<file path="config.mk">
export PLATFORM = sky130hd
export DESIGN_NAME = serial_add_ctrl_flat
export DESIGN_NICKNAME = d
export VERILOG_FILES = /design/src/rtl/serial_add_ctrl_pkg.sv /design/src/rtl/serial_add_ctrl_if.sv /design/src/rtl/serial_add_ctrl_full_adder.sv /design/src/rtl/serial_add_ctrl.sv /design/src/flat_wrapper.sv
export SDC_FILE = /design/constraint.sdc
export NUM_CORES = 1
export LEC_CHECK = 0
export CORE_AREA = 4 4 73 75
export DETAILED_ROUTE_END_ITERATION = 10
export DIE_AREA = 0 0 77 79
export PLACE_DENSITY = 0.68
export SYNTH_ARGS = -nofsm -noshare
export SYNTH_HDL_FRONTEND = slang
export SYNTH_SLANG_ARGS = --single-unit
</file>
<file path="constraint.sdc">
create_clock -name clk -period 1.9 [get_ports clk]
set_input_delay 0.475 -clock clk [delete_from_list [all_inputs] [get_ports clk]]
set_output_delay 0.475 -clock clk [all_outputs]
set_load 0.02 [all_outputs]
</file>
<file path="src/rtl/serial_add_ctrl_pkg.sv">
// Shared definitions for the bit-serial adder sequencer.
//   state_e : controller state encoding (IDLE, RUN, DONE)
//   cnt_w() : bit counter width for a given operand width, $clog2(WIDTH+1)
package serial_add_pkg;

  typedef enum logic [1:0] {
    IDLE = 2'd0,
    RUN  = 2'd1,
    DONE = 2'd2
  } state_e;

  function automatic int cnt_w(input int width);
    return $clog2(width + 1);
  endfunction

endpackage

</file>
<file path="src/rtl/serial_add_ctrl_if.sv">
// Request/response bundle between a requester and serial_add_ctrl.
// Optional macro: SERIAL_ADD_SUB_EN adds the SUB request bit.
//
// Handshake rule (both channels): a transfer happens on a rising clk edge
// where valid && ready. The sender keeps valid and its payload stable until
// that edge; ready may depend on state but never on the same-cycle valid.
//   request : start_valid / start_ready, payload A, B, Cin (and SUB)
//   response: done_valid / done_ready, payload S, Cout
//   busy    : controller is in RUN or DONE
interface serial_add_ctrl_if #(
  parameter int WIDTH = 8
);
  logic             start_valid;
  logic             start_ready;
  logic [WIDTH-1:0] A;
  logic [WIDTH-1:0] B;
  logic             Cin;
`ifdef SERIAL_ADD_SUB_EN
  logic             SUB;
`endif
  logic [WIDTH-1:0] S;
  logic             Cout;
  logic             done_valid;
  logic             done_ready;
  logic             busy;

  modport master (
    output start_valid, A, B, Cin,
`ifdef SERIAL_ADD_SUB_EN
    output SUB,
`endif
    output done_ready,
    input  start_ready, S, Cout, done_valid, busy
  );

  modport slave (
    input  start_valid, A, B, Cin,
`ifdef SERIAL_ADD_SUB_EN
    input  SUB,
`endif
    input  done_ready,
    output start_ready, S, Cout, done_valid, busy
  );
endinterface

</file>
<file path="src/rtl/serial_add_ctrl_full_adder.sv">
// Single 1-bit full adder cell shared by the serial sequencer.
//   a, b, cin : addend bits and carry in
//   s, cout   : sum bit and carry out
module full_adder (
  input  logic a,
  input  logic b,
  input  logic cin,
  output logic s,
  output logic cout
);
  assign s    = a ^ b ^ cin;
  assign cout = (a & b) | (a & cin) | (b & cin);
endmodule

</file>
<file path="src/rtl/serial_add_ctrl.sv">
// Bit-serial adder sequencer: one full_adder is reused over WIDTH cycles,
// LSB first, to produce {Cout,S} = A + B + Cin.
// Optional macro: SERIAL_ADD_SUB_EN adds a SUB request bit (S = A - B,
// Cout=1 meaning no borrow).
//   clk, rst_n : clock, synchronous active-low reset
//   bus        : serial_add_ctrl_if slave (request, response, busy)
//   dbg_state  : current controller state
module serial_add_ctrl
  import serial_add_pkg::*;
#(
  parameter int WIDTH = 8
) (
  input  logic               clk,
  input  logic               rst_n,
  serial_add_ctrl_if.slave   bus,
  output state_e             dbg_state
);

  localparam int CNT_W = cnt_w(WIDTH);

  state_e             state_q,    state_d;
  logic [CNT_W-1:0]   cnt_q,      cnt_d;
  logic [WIDTH-1:0]   a_sh_q,     a_sh_d;
  logic [WIDTH-1:0]   b_sh_q,     b_sh_d;
  logic               carry_q,    carry_d;
  logic [WIDTH-1:0]   sum_sh_q,   sum_sh_d;
  logic [WIDTH-1:0]   s_q,        s_d;
  logic               cout_q,     cout_d;
  logic               done_valid_q, done_valid_d;
  logic               sub_bit;

  logic fa_b;
  logic fa_s;
  logic fa_cout;

`ifdef SERIAL_ADD_SUB_EN
  logic sub_q, sub_d;
  assign sub_bit = sub_q;
`else
  assign sub_bit = 1'b0;
`endif

  // Subtraction is A + ~B + 1: invert B on its way into the cell.
  assign fa_b = b_sh_q[0] ^ sub_bit;

  full_adder u_fa (
    .a    (a_sh_q[0]),
    .b    (fa_b),
    .cin  (carry_q),
    .s    (fa_s),
    .cout (fa_cout)
  );

  always_comb begin
    state_d      = state_q;
    cnt_d        = cnt_q;
    a_sh_d       = a_sh_q;
    b_sh_d       = b_sh_q;
    carry_d      = carry_q;
    sum_sh_d     = sum_sh_q;
    s_d          = s_q;
    cout_d       = cout_q;
    done_valid_d = done_valid_q;
`ifdef SERIAL_ADD_SUB_EN
    sub_d        = sub_q;
`endif
    case (state_q)
      IDLE: begin
        if (bus.start_valid) begin
          state_d  = RUN;
          a_sh_d   = bus.A;
          b_sh_d   = bus.B;
          carry_d  = bus.Cin;
          cnt_d    = '0;
          sum_sh_d = '0;
`ifdef SERIAL_ADD_SUB_EN
          sub_d    = bus.SUB;
          if (bus.SUB) carry_d = 1'b1;
`endif
        end
      end
      RUN: begin
        a_sh_d   = a_sh_q >> 1;
        b_sh_d   = b_sh_q >> 1;
        carry_d  = fa_cout;
        // New sum bit enters at the MSB; after WIDTH steps the first
        // (LSB) sum bit has travelled down to bit 0.
        sum_sh_d = (sum_sh_q >> 1) | (WIDTH'(fa_s) << (WIDTH - 1));
        cnt_d    = cnt_q + CNT_W'(1);
        if (cnt_q == CNT_W'(WIDTH - 1)) begin
          state_d      = DONE;
          s_d          = sum_sh_d;
          cout_d       = fa_cout;
          done_valid_d = 1'b1;
        end
      end
      DONE: begin
        if (bus.done_ready) begin
          state_d      = IDLE;
          done_valid_d = 1'b0;
        end
      end
      default: begin
        state_d = IDLE;
      end
    endcase
  end

  always_ff @(posedge clk) begin
    if (!rst_n) begin
      state_q      <= IDLE;
      cnt_q        <= '0;
      a_sh_q       <= '0;
      b_sh_q       <= '0;
      carry_q      <= 1'b0;
      sum_sh_q     <= '0;
      s_q          <= '0;
      cout_q       <= 1'b0;
      done_valid_q <= 1'b0;
`ifdef SERIAL_ADD_SUB_EN
      sub_q        <= 1'b0;
`endif
    end else begin
      state_q      <= state_d;
      cnt_q        <= cnt_d;
      a_sh_q       <= a_sh_d;
      b_sh_q       <= b_sh_d;
      carry_q      <= carry_d;
      sum_sh_q     <= sum_sh_d;
      s_q          <= s_d;
      cout_q       <= cout_d;
      done_valid_q <= done_valid_d;
`ifdef SERIAL_ADD_SUB_EN
      sub_q        <= sub_d;
`endif
    end
  end

  assign bus.start_ready = (state_q == IDLE);
  assign bus.busy        = (state_q != IDLE);
  assign bus.S           = s_q;
  assign bus.Cout        = cout_q;
  assign bus.done_valid  = done_valid_q;
  assign dbg_state       = state_q;

endmodule

</file>
<file path="src/flat_wrapper.sv">
// flat-port wrapper written by rule: the top's interface ports become plain ports
module serial_add_ctrl_flat import serial_add_pkg::*;
#(
  parameter int WIDTH = 8
)
  (clk, rst_n, dbg_state, bus_start_valid, bus_A, bus_B, bus_Cin, bus_done_ready, bus_start_ready, bus_S, bus_Cout, bus_done_valid, bus_busy);
  serial_add_ctrl_if #(.WIDTH(WIDTH)) bus_i ();
  input  logic clk;
  input  logic rst_n;
  output state_e dbg_state;
  input wire logic [$bits(bus_i.start_valid)-1:0] bus_start_valid;
  input wire logic [$bits(bus_i.A)-1:0] bus_A;
  input wire logic [$bits(bus_i.B)-1:0] bus_B;
  input wire logic [$bits(bus_i.Cin)-1:0] bus_Cin;
  input wire logic [$bits(bus_i.done_ready)-1:0] bus_done_ready;
  output wire logic [$bits(bus_i.start_ready)-1:0] bus_start_ready;
  output wire logic [$bits(bus_i.S)-1:0] bus_S;
  output wire logic [$bits(bus_i.Cout)-1:0] bus_Cout;
  output wire logic [$bits(bus_i.done_valid)-1:0] bus_done_valid;
  output wire logic [$bits(bus_i.busy)-1:0] bus_busy;
  assign bus_i.start_valid = bus_start_valid;
  assign bus_i.A = bus_A;
  assign bus_i.B = bus_B;
  assign bus_i.Cin = bus_Cin;
  assign bus_i.done_ready = bus_done_ready;
  assign bus_start_ready = bus_i.start_ready;
  assign bus_S = bus_i.S;
  assign bus_Cout = bus_i.Cout;
  assign bus_done_valid = bus_i.done_valid;
  assign bus_busy = bus_i.busy;
  serial_add_ctrl #(.WIDTH(WIDTH)) u_core (.clk(clk), .rst_n(rst_n), .bus(bus_i), .dbg_state(dbg_state));
endmodule
</file>
# Word-level counts from Yosys, hierarchy flattened
# Cells that the tools add are included.
[totals] wordCells=49 in_bits=21 ff_bits=41 output_inout_bits=14
[op_classes] add_sub_neg=1 n_reduce_logical=8 eq_ne=6 mux=17 bitwise_logic=8
[op_table] operator="$pmux W8 S2" n=3
[op_table] operator="$mux W8" n=3
[op_table] operator="$or A7 B8 Y8" n=1
[op_table] operator="$pmux W4 S2" n=1
[op_table] operator="$mux W2" n=3
[op_table] operator="$pmux W2 S3" n=1
[op_table] operator="$reduce_and A3 Y1" n=2
[op_table] operator="$reduce_bool A2 Y1" n=3
[op_table] operator="$add A4 B1 Y4 const B" n=1
[op_table] operator="$eq A4 B3 Y1 const B" n=1
[op_table] operator="$mux W4" n=1
[op_table] operator="$ne A2 B2 Y1 const B" n=2
[op_table] operator="$pmux W1 S2" n=2
[op_table] operator="$reduce_and A2 Y1" n=2
[op_table] operator="$and A1 B1 Y1" n=3
[op_table] operator="$mux W1" n=3
[op_table] operator="$eq A2 B1 Y1 const B" n=1
[op_table] operator="$eq A2 B2 Y1 const B" n=1
[op_table] operator="$logic_not A2 Y1" n=1
[op_table] operator="$ne A2 B1 Y1 const B" n=1
[op_table] operator="$or A1 B1 Y1" n=2
[op_table] operator="$xor A1 B1 Y1" n=2

# Logic depth before layout (Yosys ltp)
# Gate-level depths: netlist (run 1).
[logic_depth] depth_word=4 mapped_depth=6 ltp_nobuf=4

# Modules after synthesis
# A second synthesis (run 1) with hierarchy kept.
[unflattened] cells_unflattened=191 hier_area_um2=1711.6
[modules_own_cells] module="serial_add_ctrl" cells_each=190 instances=1 seq_area_each_um2=800.8 area_per_inst_um2=1691.6
[modules_own_cells] module="full_adder" cells_each=1 instances=1 seq_area_each_um2=0.0 area_per_inst_um2=20.0

# Worst setup path before layout (run 1)
# OpenSTA, ideal clock, no wires.
[synth_timing] kind="register to output" from="register u_core.state_q[1], in the netlist u_core.dbg_state[1]" to="output port bus_start_ready" arrival_time_ps=1266 slack_ps=159 path_buffers=2 stages_incl_launch_ff=6 required_time_ps=1425 path_cell_list="dfxtp_1 -> buf_4 -> inv_2 -> buf_2 -> nand2_1 -> inv_1"
[synth_between] elab_chain_cells=1
[synth_lines] element="start, declared" line="serial_add_ctrl.sv:21" text="state_e state_q, state_d;"
[synth_lines] element="start signal, assigned" line="serial_add_ctrl.sv:124" text="state_q <= state_d;"
[synth_lines] element="$logic_not A2 Y1" line="serial_add_ctrl.sv:139" text="assign bus.start_ready = (state_q == IDLE);"
[synth_lines] element="end, declared" line="flat_wrapper.sv:16" text="output wire logic [$bits(bus_i.start_ready)-1:0] bus_start_ready;"
# Every way passes these cells.

# Final worst setup path (run 1)
[layout_timing] from="register u_core.state_q[0], in the netlist u_core.dbg_state[0]" to="output port dbg_state[0]"
[layout_lines] element="end, declared" line="flat_wrapper.sv:10" text="output state_e dbg_state;"
# No word-level cell between the ends.

==> flow_metrics.tcl, run 1 <==
set metrics [dict create \
    drive_gt1_share_pct 9.170 \
    synth_flop_cell "dfxtp_1" \
    grt_first_pass_wirelength_um 6755 \
    worstSetupPathType "reg2out" \
    hold_viol_final 0 \
    diodes 0 \
    layout_commonest_cell "dfxtp_1" \
    critical-path-top-delay-family "buffers and inverters" \
    via_per_inst 5.473 \
    synth_edf_count 0 \
    maxSlewHeadroom_pct 74.15 \
    critPathBufInv 1 \
    design_area_mm2 0.002306 \
    hpwl_um 2629 \
    syn_nets 219 \
    worst_slew_pin_slew_ns 0.3873 \
    hold_path_depth 2 \
    drv_cap 0 \
    avgSynthCellArea_um2 9.218 \
    syn_to_final_growth_pct 27.63 \
    post-route-min-period_ns 1.748 \
    ys_types 35 \
    cp_max_fo 4 \
    place_area_mm2 0.002190 \
    r2r-start "u_core.dbg_state[0]$_SDFFE_PN0P_" \
    crit_arrival_ns 1.27 \
    grt-ovfl-total 0 \
    cts_made_buffers 5 \
    ys_seq_area_share_pct 44.32 \
    rrSetupSlack_ns 0.36 \
    final_cell_mix "40 x dfxtp_1, 32 x clkdlybuf4s50_1, 21 x nand2_1" \
    r2r_end "u_core.bus.S[2]$_SDFFE_PN0P_" \
    ff2ff_path_depth 4 \
    cts_max_level 2 \
    cts_buffer_depth 2 \
    wirelength_um 3918 \
    async_reset_ff_share_pct 0 \
    cts_hold_buf 0 \
    yosysWarnings 0 \
    antenna_found_initial 0 \
    ir_drop_mv 0.4526 \
    hold_path_end "u_core.bus.S[4]$_SDFFE_PN0P_" \
    core-area_mm2 0.004661 \
    path_clk_slew_ns 0.08 \
    finalSetupTns_ns 0 \
    cp_slowest_cell "clkdlybuf4s50_1" \
    grt_max_degree 32 \
    slew_violations 0 \
    cp-end-kind "output port" \
    antenna_left 0 \
    synth_top_area_share_pct 44.32 \
    die_x_um 77 \
    clockRootBuffer "clkbuf_8" \
    clkLatencyLatePin_ns 0.29 \
    outcome "finished clean" \
    firstDrtPassIters 5 \
    max_freq_mhz 572.1 \
    initial_utilization_pct 38.77 \
    drc_errors 0 \
    synth_area_mm2 0.001807 \
    clock-sinks 40 \
    layout.nets 251 \
    clock_skew_ns 0.007297 \
    synth_area_leaders "dfxtp_1 44%, o221ai_1 7.3%, or3b_1 5.8%, mux2i_1 5.5%, a21oi_1 4.4%" \
    grt_pass1_vias 1451 \
    grt_util_all_layers_pct 13.60 \
    p_per_area_mw_per_mm2 787.6 \
    initialDrtViolationCount 73 \
    path_cells "clkdlybuf4s50_1" \
    synth_seq_cells 40 \
    vias 1549 \
    slowest_delay_ns 0.62 \
    rsz0062_at_grt "no" \
    die_area_mm2 0.006083 \
    finalSetupViolCount 0 \
    startpoint_type "flip-flop" \
    min_path_type "reg2reg" \
    die_h_um 79 \
    hold_start "u_core.bus.S[4]$_SDFFE_PN0P_" \
    core.rowCount 25 \
    port-buffer-count 34 \
    ioPinCount 35 \
    synth_top_area_cell "dfxtp_1" \
    wl_per_cell_um 13.84 \
    routabilityCongestion 0.7299 \
    period_share_pct 92.00 \
    worst_ep_required_time_ns 1.42 \
    p_leak_nw 0.8417 \
    synthCells 196 \
    cts_tree "done" \
]
==> registers in the layout, summed over array words and instances (netlist names) <==
signal,cells
u_core.b_sh_q,8
u_core.cnt_q,4
u_core.dbg_state,2
u_core.carry_q,1
u_core.bus.done_valid,1
u_core.bus.S,8
u_core.a_sh_q,8
u_core.bus.Cout,1
u_core.sum_sh_q,7
==> final cells by class <==
type	count	area, um^2
Clock buffer	5	68.82
Multi-Input combinational cell	132	878.3
Sequential cell	40	800.8
Clock inverter	3	42.54
Inverter	6	22.52
Tap cell	54	67.56
Fill cell	446	2355
Timing Repair Buffer	43	425.4
==> per-stage QoR <==
stage	worst slack (ns)	utilization [%]	hold WS, ns	total power, mW	std cells
after floorplan	0.1585	-	0.4385	1.055	196
after global placement	0.08825	46.98	0.4450	1.141	275
after detailed placement	0.08791	46.98	0.4449	1.144	275
after CTS	0.007417	49.37	0.4614	1.829	283
after global routing	0.1086	49.48	0.4793	1.893	283
final	0.1520	49.48	0.4577	1.816	283
==> routing by layer <==
layer / vias to the layer above / global-route usage [%] / wire (um)
met5: - / 0 / 0
met3: 4 / 3.401 / 187
met2: 33 / 21.08 / 1770
met4: 0 / 5.338 / 46
met1: 732 / 18.19 / 1913
li1: 780 / - / -
==> power by group <==
group | internal [mW] | leakage (nW) | switching, mW
registers | 0.876 | 0.327 | 0.0308
clock network | 0.389 | 0.0541 | 0.303
logic | 0.114 | 0.460 | 0.104
==> cell usage after synthesis, types with 3 or more instances <==
master / instances
dfxtp_1: 40
nand2_1: 21
a21oi_1: 16
o221ai_1: 15
or3b_1: 12
mux2i_1: 10
nor2_1: 10
o21ai_1: 9
a22oi_1: 8
clkbuf_1: 7
buf_2: 6
inv_1: 4
o21ai_0: 4
o22ai_1: 3
==> how the worst max path moves through the flow <==
stage                                     start                             to  slack [ns]  depth (start not counted)
6_report       u_core.dbg_state[0]$_SDFFE_PN0P_                   dbg_state[0]        0.15                          1
3_3_place_gp                    bus_start_valid  u_core.a_sh_q[4]$_SDFFE_PN0P_        0.09                          5
5_1_grt        u_core.dbg_state[0]$_SDFFE_PN0P_                   dbg_state[0]        0.11                          1
3_5_place_dp                    bus_start_valid  u_core.a_sh_q[4]$_SDFFE_PN0P_        0.09                          5
4_1_cts        u_core.dbg_state[0]$_SDFFE_PN0P_                       bus_busy       0.007                          3
2_1_floorplan  u_core.dbg_state[1]$_SDFFE_PN0P_                bus_start_ready        0.16                          5
==> what timing repair did <==
| item | in CTS | in global routing |
|---|---|---|
| setup endpoints to repair | 0 | 2 |
| endpoints found under the hold margin | 0 | 0 |
| buffers inserted | 0 | 0 |
| gates resized for setup | 0 | 2 |
==> cell families (layout without fill, tap and decap cells) <==
logic type                 after synthesis  in the layout  synth area share, %
AOI/OAI and AO/OA                       64             64                23.68
adders and majority gates                2              2                1.800
buffers and inverters                   24             57                7.064
DFF                                     40             40                44.32
muxes                                   10             10                5.540
and+or+nand+nor                         56             56                17.59
Power figures use the tool's default switching activity.
==> run 2: changes to the inputs <==
--- a/config.mk
+++ b/config.mk
@@ -5,10 +5,11 @@
 export SDC_FILE = /design/constraint.sdc
 export NUM_CORES = 1
 export LEC_CHECK = 0
-export CORE_AREA = 4 4 73 75
+export CORE_AREA = 4 4 71 73
 export DETAILED_ROUTE_END_ITERATION = 10
-export DIE_AREA = 0 0 77 79
-export PLACE_DENSITY = 0.68
+export DIE_AREA = 0 0 75 77
+export PLACE_DENSITY = 0.69
 export SYNTH_ARGS = -nofsm -noshare
 export SYNTH_HDL_FRONTEND = slang
+export SYNTH_HIERARCHICAL = 1
 export SYNTH_SLANG_ARGS = --single-unit
==> flow_metrics.tcl, run 2 <==
set metrics [dict create \
    outcome "finished clean" \
    layout_commonest_cell "dfxtp_1" \
    design_area_mm2 0.002225 \
    avgSynthCellArea_um2 8.961 \
    crit_arrival_ns 1.23 \
    ys_seq_area_share_pct 46.78 \
    grt-ovfl-total 0 \
    hpwl_um 2531 \
    slew_violations 0 \
    yosysWarnings 6 \
    die_area_mm2 0.005775 \
    cts_max_level 2 \
    maxSlewHeadroom_pct 58.04 \
    clkLatencyLatePin_ns 0.28 \
    ys_types 31 \
    synth_edf_count 0 \
    slowest_delay_ns 0.61 \
    wl_per_cell_um 13.18 \
    grt_max_degree 47 \
    routabilityCongestion 0.7331 \
    cp_slowest_cell "clkdlybuf4s50_1" \
    initialDrtViolationCount 90 \
    layout.nets 248 \
    worstSetupPathType "reg2out" \
    synth_seq_cells 40 \
    met3_usage_pct 3.399 \
    p_per_area_mw_per_mm2 755.6 \
    initial_utilization_pct 39.31 \
    clock_skew_ns 0.006690 \
    cts_buffer_depth 2 \
    vias 1427 \
    finalSetupViolCount 0 \
    met2_usage_pct 20.47 \
    path_cells "clkdlybuf4s50_1" \
    pre_cts_slack_ns 0.2114 \
    synth_common_cells "40 x dfxtp_1, 23 x nand2_1, 16 x a21oi_1, 15 x nor2_1, 15 x o21ai_0" \
    finalSetupTns_ns 0 \
    critical-path-top-delay-family "buffers and inverters" \
    core-area_mm2 0.004354 \
    port-buffer-count 34 \
    firstDrtPassIters 4 \
    worst_slew_pin_slew_ns 0.6282 \
    wirelength_um 3665 \
    grt.busiest_layer "met1" \
    synth_flop_cell "dfxtp_1" \
    cp-end-kind "output port" \
    yosysMostFrequentCell "dfxtp_1" \
    power_mw 1.681 \
    cts_hold_buf 0 \
    synthCells 191 \
    grtUsageMet1_pct 20.56 \
    core.rowCount 24 \
    startpoint_type "flip-flop" \
    ir_drop_mv 0.3758 \
    die_x_um 75 \
    min_path_type "reg2reg" \
    grt_util_all_layers_pct 14.55 \
    synth_top_area_share_pct 46.78 \
    p_leak_nw 0.7953 \
    antenna_left 0 \
    max_freq_mhz 585.8 \
    drv_cap 0 \
    die_h_um 77 \
    syn_nets 214 \
    synth_area_mm2 0.001712 \
    period_share_pct 89.85 \
    syn_to_final_growth_pct 29.97 \
    cts_made_buffers 5 \
    rsz0062_at_grt "no" \
    via_per_inst 5.133 \
    place_area_mm2 0.002131 \
    drc_errors 0 \
    grt_first_pass_wirelength_um 6610 \
    ioPinCount 35 \
    drive_gt1_share_pct 9.735 \
    cp_max_fo 2 \
    hold_viol_final 0 \
    grt_pass1_vias 1398 \
    cts_tree "done" \
    synth_top_area_cell "dfxtp_1" \
    path_clk_slew_ns 0.07 \
    clockRootBuffer "clkbuf_8" \
    worst_ep_required_time_ns 1.42 \
    async_reset_ff_share_pct 0 \
    final_cell_mix "40 x dfxtp_1, 30 x clkdlybuf4s50_1, 23 x nand2_1" \
    critPathBufInv 1 \
    clock-sinks 40 \
    post-route-min-period_ns 1.707 \
    synth_area_leaders "dfxtp_1 47%, o2bb2ai_1 6.1%, mux2i_1 5.8%, nand2_1 5.0%, a21oi_1 4.7%" \
    antenna_found_initial 0 \
    diodes 0 \
    layout_setup_ws_ns 0.1928 \
]
## run 2: cell types whose count changed in the layout (fill, tap and decap cells not counted), sizes merged, moves of 2 or more
cell,delta
o221ai,-15
o21ai,+2
o2bb2ai,+12
dlygate4sd2,+3
nor2b,+7
clkdlybuf4s50,-2
nor2,+5
a22o,-2
a32o,-2
and4b,-2
or3b,-12
nand2,+2
a32oi,+2
## run 2: final timing paths
path / end / start / slack [ns] / depth (start not counted)
setup reg to reg: u_core/cnt_q[3]$_SDFFE_PN0P_ / u_core/dbg_state[0]$_SDFFE_PN0P_ / 0.35 / 5
hold / removal: u_core/bus.S[1]$_SDFFE_PN0P_ / u_core/bus.S[1]$_SDFFE_PN0P_ / 0.46 / 2
setup / recovery: bus_S[3] / u_core/bus.S[3]$_SDFFE_PN0P_ / 0.19 / 1
hold reg to reg: u_core/bus.S[1]$_SDFFE_PN0P_ / u_core/bus.S[1]$_SDFFE_PN0P_ / 0.46 / 2
## run 2: report_power, final
part | switching, mW | internal [mW]
clock | 0.279 | 0.290
combinational | 0.107 | 0.107
sequential | 0.0218 | 0.876
## run 2: tightest hold or removal path, cell delays in order, from the launching register on
cell and delay (ns):
dfxtp_1 0.31, nand2_1 0.05, mux2i_1 0.05
## run 2: area by class of cell
type	instances	area (um^2)
fillers	406	2130
clock buffers	6	82.58
clock inverters	2	10.01
flip-flops and latches	40	800.8
repair buffers	43	431.7
inverters	5	18.77
well taps	52	65.06
multi-input cells	130	815.8
## run 2: cells by family after synthesis
family / share of synthesized area [%]
flops: 46.78
mux: 5.848
simple gates: 14.91
fa+ha+maj: 1.901
buf+inv: 5.701
compound gates: 24.85
## run 2: per-stage QoR
step                hold slack (ns)  utilization [%]  cells
CTS                          0.4634            51.03    278
global placement             0.4436            48.94    270
global route                 0.4774            51.09    278
floorplan                    0.4378                -    191
finish                       0.4589            51.09    278
detailed placement           0.4529            48.94    270
## run 2: timing repair
item                                    CTS  global route
pin swaps                                 0             0
endpoints found under the hold margin     0             0
endpoints found under the setup margin    4             1
gates resized for setup                   4             1
setup buffers                             0             0
## run 2: layer usage
| metal | up-vias | wire length [um] |
|---|---|---|
| met3 | 4 | 133 |
| met2 | 23 | 1726 |
| met1 | 658 | 1739 |
| li1 | 742 | - |
| met4 | 0 | 66 |
| met5 | - | 0 |
==> run 3: changes to the inputs <==
--- a/config.mk
+++ b/config.mk
@@ -5,6 +5,7 @@
 export SDC_FILE = /design/constraint.sdc
 export NUM_CORES = 1
 export LEC_CHECK = 0
+export CAP_MARGIN = 20
 export CORE_AREA = 4 4 71 73
 export DETAILED_ROUTE_END_ITERATION = 10
 export DIE_AREA = 0 0 75 77
==> results of run 3 <==
Same layout as run 2: the final DEF is identical, and so are final timing and power.
